File: src/rtl/acq_coh_accumulator.sv
// Coherent I/Q integrator: sums acc_len signed 6-bit mixer products per block and dumps each block.
// Latency: the edge that takes the last sample of a block also loads out_i/out_q and raises out_valid.
// Backpressure: none on the input. A dump onto an unaccepted result overwrites it and sets overrun.
// Optional feature: ACC_SATURATE_EN (saturating adds with a sticky saturated flag; otherwise the adds wrap).
module acq_coh_accumulator #(
  parameter int ACC_WIDTH = 16
) (
  input  logic                 clk,
  input  logic                 rst,
  input  logic                 start,
  input  logic                 stop,
  input  logic                 continuous,
  input  logic [9:0]           acc_len,
  input  logic                 in_valid,
  input  logic [5:0]           in_i,
  input  logic [5:0]           in_q,
  output logic                 out_valid,
  input  logic                 out_ready,
  output logic [ACC_WIDTH-1:0] out_i,
  output logic [ACC_WIDTH-1:0] out_q,
  output logic                 busy,
  output logic                 overrun,
  output logic                 saturated
);

  typedef enum logic {S_IDLE = 1'b0, S_ACC = 1'b1} state_t;

  state_t               state, state_nxt;
  logic [ACC_WIDTH-1:0] acc_i, acc_q;
  logic [ACC_WIDTH-1:0] ext_i, ext_q;
  logic [ACC_WIDTH-1:0] sum_i, sum_q;
  logic [10:0]          cnt, len_r;
  logic                 cont_r;
  logic                 do_start, do_clear, do_add, do_dump;

  assign ext_i = {{(ACC_WIDTH-6){in_i[5]}}, in_i};
  assign ext_q = {{(ACC_WIDTH-6){in_q[5]}}, in_q};
  assign busy  = (state == S_ACC);

`ifdef ACC_SATURATE_EN
  logic sat_i, sat_q;

  // One guard bit catches the overflow; on overflow the sign of the wide sum picks the rail.
  function automatic logic [ACC_WIDTH:0] sat_add(input logic [ACC_WIDTH-1:0] a,
                                                 input logic [ACC_WIDTH-1:0] b);
    logic [ACC_WIDTH:0]   w;
    logic [ACC_WIDTH-1:0] r;
    logic                 ovf;
    w   = {a[ACC_WIDTH-1], a} + {b[ACC_WIDTH-1], b};
    ovf = w[ACC_WIDTH] ^ w[ACC_WIDTH-1];
    if (!ovf)           r = w[ACC_WIDTH-1:0];
    else if (w[ACC_WIDTH]) r = {1'b1, {(ACC_WIDTH-1){1'b0}}};
    else                r = {1'b0, {(ACC_WIDTH-1){1'b1}}};
    return {ovf, r};
  endfunction

  // Clamped running sums; the same clamped value feeds both the accumulator and the dump.
  always_comb begin
    {sat_i, sum_i} = sat_add(acc_i, ext_i);
    {sat_q, sum_q} = sat_add(acc_q, ext_q);
  end

  // Sticky clamp flag, cleared by start.
  always_ff @(posedge clk or posedge rst) begin
    if (rst)                                       saturated <= 1'b0;
    else if (do_start)                             saturated <= 1'b0;
    else if ((do_add || do_dump) && (sat_i || sat_q)) saturated <= 1'b1;
  end
`else
  assign sum_i     = acc_i + ext_i;
  assign sum_q     = acc_q + ext_q;
  assign saturated = 1'b0;
`endif

  // State register.
  always_ff @(posedge clk or posedge rst) begin
    if (rst) state <= S_IDLE;
    else     state <= state_nxt;
  end

  // Next state and datapath strobes; stop beats start, start beats a sample in the same cycle.
  always_comb begin
    state_nxt = state;
    do_start  = 1'b0;
    do_clear  = 1'b0;
    do_add    = 1'b0;
    do_dump   = 1'b0;
    if (stop) begin
      state_nxt = S_IDLE;
      do_clear  = 1'b1;
    end else if (start) begin
      state_nxt = S_ACC;
      do_start  = 1'b1;
      do_clear  = 1'b1;
    end else if (state == S_ACC && in_valid) begin
      if (cnt == len_r - 11'd1) begin
        do_dump   = 1'b1;
        do_clear  = 1'b1;
        state_nxt = cont_r ? S_ACC : S_IDLE;
      end else begin
        do_add = 1'b1;
      end
    end
  end

  // Accumulators, sample counter and the block configuration captured at start.
  always_ff @(posedge clk or posedge rst) begin
    if (rst) begin
      acc_i  <= '0;
      acc_q  <= '0;
      cnt    <= '0;
      len_r  <= 11'd1024;
      cont_r <= 1'b0;
    end else begin
      if (do_clear) begin
        acc_i <= '0;
        acc_q <= '0;
        cnt   <= '0;
      end else if (do_add) begin
        acc_i <= sum_i;
        acc_q <= sum_q;
        cnt   <= cnt + 11'd1;
      end
      if (do_start) begin
        len_r  <= (acc_len == 10'd0) ? 11'd1024 : {1'b0, acc_len};
        cont_r <= continuous;
      end
    end
  end

  // Output register with valid/ready handshake; a dump always wins over a pending result.
  always_ff @(posedge clk or posedge rst) begin
    if (rst) begin
      out_valid <= 1'b0;
      out_i     <= '0;
      out_q     <= '0;
      overrun   <= 1'b0;
    end else begin
      if (do_dump) begin
        out_i     <= sum_i;
        out_q     <= sum_q;
        out_valid <= 1'b1;
        if (out_valid && !out_ready) overrun <= 1'b1;
      end else if (out_valid && out_ready) begin
        out_valid <= 1'b0;
      end
      if (do_start) overrun <= 1'b0;
    end
  end

endmodule

File: config.mk
export PLATFORM = sky130hd
export DESIGN_NAME = acq_coh_accumulator
export DESIGN_NICKNAME = d
export VERILOG_FILES = /design/src/rtl/acq_coh_accumulator.sv
export SDC_FILE = /design/constraint.sdc
export NUM_CORES = 1
export LEC_CHECK = 0
export CAP_MARGIN = 5
export CORE_AREA = 2 2 141 143
export CTS_CLUSTER_DIAMETER = 150
export DETAILED_ROUTE_END_ITERATION = 6
export DIE_AREA = 0 0 143 145
export HOLD_SLACK_MARGIN = 0.12
export PLACE_DENSITY = 0.57
export REMOVE_ABC_BUFFERS = 1
export SLEW_MARGIN = 25
export SYNTH_ARGS = -nofsm -noshare
export SYNTH_HDL_FRONTEND = slang
export SYNTH_SLANG_ARGS = --single-unit
File: constraint.sdc
create_clock -name clk -period 4.3 [get_ports clk]
set_clock_uncertainty 0.05 [all_clocks]
set_input_delay 0.86 -clock clk [delete_from_list [all_inputs] [get_ports clk]]
set_output_delay 0.86 -clock clk [all_outputs]
set_load 0.01 [all_outputs]
==> impl_metrics.env <==
export IMPL_outcome="finished clean"
export IMPL_final_hold_violation_count=0
export IMPL_layout_nets=717
export IMPL_num_vias=4429
export IMPL_end_kind="register"
export IMPL_drtIter0Drc=201
export IMPL_post_cts_resized=0
export IMPL_internal_power_uw=1510
export IMPL_synth_area_per_cell_um2=9.49
export IMPL_timing_rr_start="len_r[0]"
export IMPL_wl_um=13100
export IMPL_clkSinkCount=90
export IMPL_detailed_place_hpwl_um=9120
export IMPL_cts_buffers=9
export IMPL_antenna_left=0
export IMPL_hp_class="reg -> reg"
export IMPL_rows=51
export IMPL_start_util=0.293
export IMPL_timing_rr_end="out_i[13]"
export IMPL_clk_latency_ns=0.35
export IMPL_die_w_um=143
export IMPL_grt_max_degree=36
export IMPL_setup_tns_ns=0
export IMPL_hold_path_end="cont_r"
export IMPL_wl_per_cell_um=14.1
export IMPL_p_seq_frac=0.441
export IMPL_p_leak_uw=0.00314
export IMPL_comb_power_share=0.142
export IMPL_die_area_um2=20700
export IMPL_ys_flop_type="dfrtp_1"
export IMPL_drc=0
export IMPL_grt_pass1_wl_um=22100
export IMPL_yosysWarnings=0
export IMPL_grt_pass1_vias=4379
export IMPL_clk_root_buffer_cell="clkbuf_16"
export IMPL_syn_inst=594
export IMPL_synth_area_um2=5640
export IMPL_worst_ep_arrival_time_ns=3.61
export IMPL_cts_setup_buffers=0
export IMPL_clock_path_buffers=2
export IMPL_synth_cell_types=61
export IMPL_gp_congestion=0.834
export IMPL_drive_gt1_frac=0.0986
export IMPL_ios=65
export IMPL_h_tree_depth=3
export IMPL_critPathMaxStageDelay_ns=0.66
export IMPL_critPathKind="in -> reg"
export IMPL_dr_pass1_iters=5
export IMPL_finalSetupViolations=0
export IMPL_synth_async_reset_ratio=1.00
export IMPL_rsz0062_at_grt="false"
export IMPL_crit_fanout=10
export IMPL_antenna_found_initial=0
export IMPL_p_sw_uw=525
export IMPL_peakVddDrop_v=0.000185
export IMPL_synth_area_leaders="dfrtp_1 40%, ha_1 7.1%, mux2_4 6.7%, nand2_1 5.6%, a21oi_1 4.6%"
export IMPL_period_minus_slack_ns=3.43
export IMPL_cp_required_ns=4.48
export IMPL_fmax_ghz=0.292
export IMPL_pwr_share_clk=0.416
export IMPL_switching_share=0.258
export IMPL_postLayoutSetupSlackWorst_ns=0.871
export IMPL_cp_slowest_cell="clkdlybuf4s50_1"
export IMPL_overflow=0
export IMPL_path_cells="clkdlybuf4s50_1 -> ha_1 -> a21o_1 -> o21ai_0 -> a21oi_1 -> a221oi_1 -> xnor3_1 -> mux2_2"
export IMPL_hold_depth=2
export IMPL_vias_per_cell=4.79
export IMPL_dp_slack_ns=0.488
export IMPL_cts_hold_buf=0
export IMPL_globalRouteTotalUtil=0.132
export IMPL_layout_commonest_cell="dfrtp_1"
export IMPL_min_delay_start="cont_r"
export IMPL_core_area_um2=19200
export IMPL_finalCritPeriodShare=0.798
export IMPL_drv_cap=0
export IMPL_final_cell_mix="89 x dfrtp_1, 84 x nand2_1, 63 x clkdlybuf4s50_1"
export IMPL_slew_violations=0
export IMPL_die_y_um=145
export IMPL_ys_seq_area_frac=0.400
export IMPL_synth_edf_count=0
export IMPL_reg2reg_slack_ns=1.19
export IMPL_cts_tree="built"
export IMPL_tightest_slew_ns=0.816
export IMPL_io_buffers=63
export IMPL_synth_top_area_cell="dfrtp_1"
export IMPL_yosysTopAreaCellShare=0.395
export IMPL_reg2reg_depth=9
export IMPL_start_kind="primary input"
export IMPL_ys_ff_latch=90
export IMPL_power_density_nw_per_um2=297
export IMPL_clkTransAtPathRegs_ns=0.06
export IMPL_slew_headroom=0.454
export IMPL_area_growth_pct=21.7
export IMPL_antenna_cells=0
worst max path at each step:
stage | start | end | slack (ns) | cells past startpoint
2_1_floorplan | rst | acc_i[0] | 1.06 | 1
3_3_place_gp | in_q[5] | out_q[15] | 0.48 | 8
3_5_place_dp | in_q[5] | out_q[15] | 0.49 | 8
4_1_cts | in_q[5] | acc_q[15] | 0.85 | 9
5_1_grt | in_q[5] | out_q[15] | 0.52 | 9
6_report | in_q[5] | out_q[15] | 0.87 | 8
synthesized netlist by cell type, drive strengths merged, types with 3 or more instances:
cell    number
dfrtp       89
nand2       86
a21oi       52
nor2        44
ha          32
mux2        29
nand3       28
xnor2       27
o21ai       20
xor2        18
inv         17
clkbuf      16
nor3        13
a21o        10
nor4         9
buf          8
and3         7
nor2b        7
o21a         6
a211oi       5
and2         5
nand2b       5
nand4        5
o211ai       5
mux2i        4
a22oi        3
nand3b       3
o21bai       3
o31ai        3
or3          3
worst max-delay path: cells and delay by family:
family / cells / cell delay [ns]
buffers and inverters: 1 / 0.66
AO/OA/AOI/OAI: 4 / 1.06
multiplexers: 1 / 0.26
XOR/XNOR: 1 / 0.27
adder cells (fa/ha/maj): 1 / 0.49
power by group through the flow:
stage | registers (uW) | clock network [uW] | logic (uW)
after CTS | 899 | 879 | 294
final | 898 | 848 | 290
after detailed placement | 915 | 0 | 292
after floorplan | 911 | 0 | 193
after global routing | 903 | 906 | 327
after global placement | 915 | 0 | 291
per-layer routing:
layer  share of wire  GRT usage
met5               0          0
met4           0.011     0.0465
met3           0.042     0.0287
met2            0.47      0.208
met1            0.48      0.178
cell type report:
cell class | instances | area, um^2
clock buffers | 12 | 236
clock inverters | 4 | 76.3
fillers | 1983 | 12300
inverters | 17 | 66.3
multi-input cells | 463 | 3190
flip-flops and latches | 90 | 2250
well taps | 265 | 332
repair buffers | 73 | 706
metrics by stage:
step	area, um^2	hold slack [ns]	util	cells	power, uW
2_1_floorplan	5510	0.390	-	570	1100
3_3_place_gp	6550	0.413	0.341	908	1210
3_5_place_dp	6550	0.412	0.341	908	1210
4_1_cts	6860	0.426	0.357	924	2070
5_1_grt	6860	0.472	0.357	924	2140
6_report	6860	0.432	0.357	924	2040
kinds of logic after synthesis:
| logic type | after synthesis | share of synthesized area |
|---|---|---|
| AOI/OAI and AO/OA | 124 | 0.137 |
| DFF | 90 | 0.400 |
| muxes | 33 | 0.0817 |
| xor gates and xnor gates | 46 | 0.0739 |
| buffers and inverters | 41 | 0.0340 |
| and+or+nand+nor | 225 | 0.195 |
| adders and majority gates | 34 | 0.0781 |
| other | 1 | 0.000665 |
sequential cells by signal (all words and copies together), names as in the netlist, 11 cells and up:
name   flops
cnt       11
out_q     16
acc_q     16
out_i     16
acc_i     16
len_r     11
(Power assumes the default switching activity.)
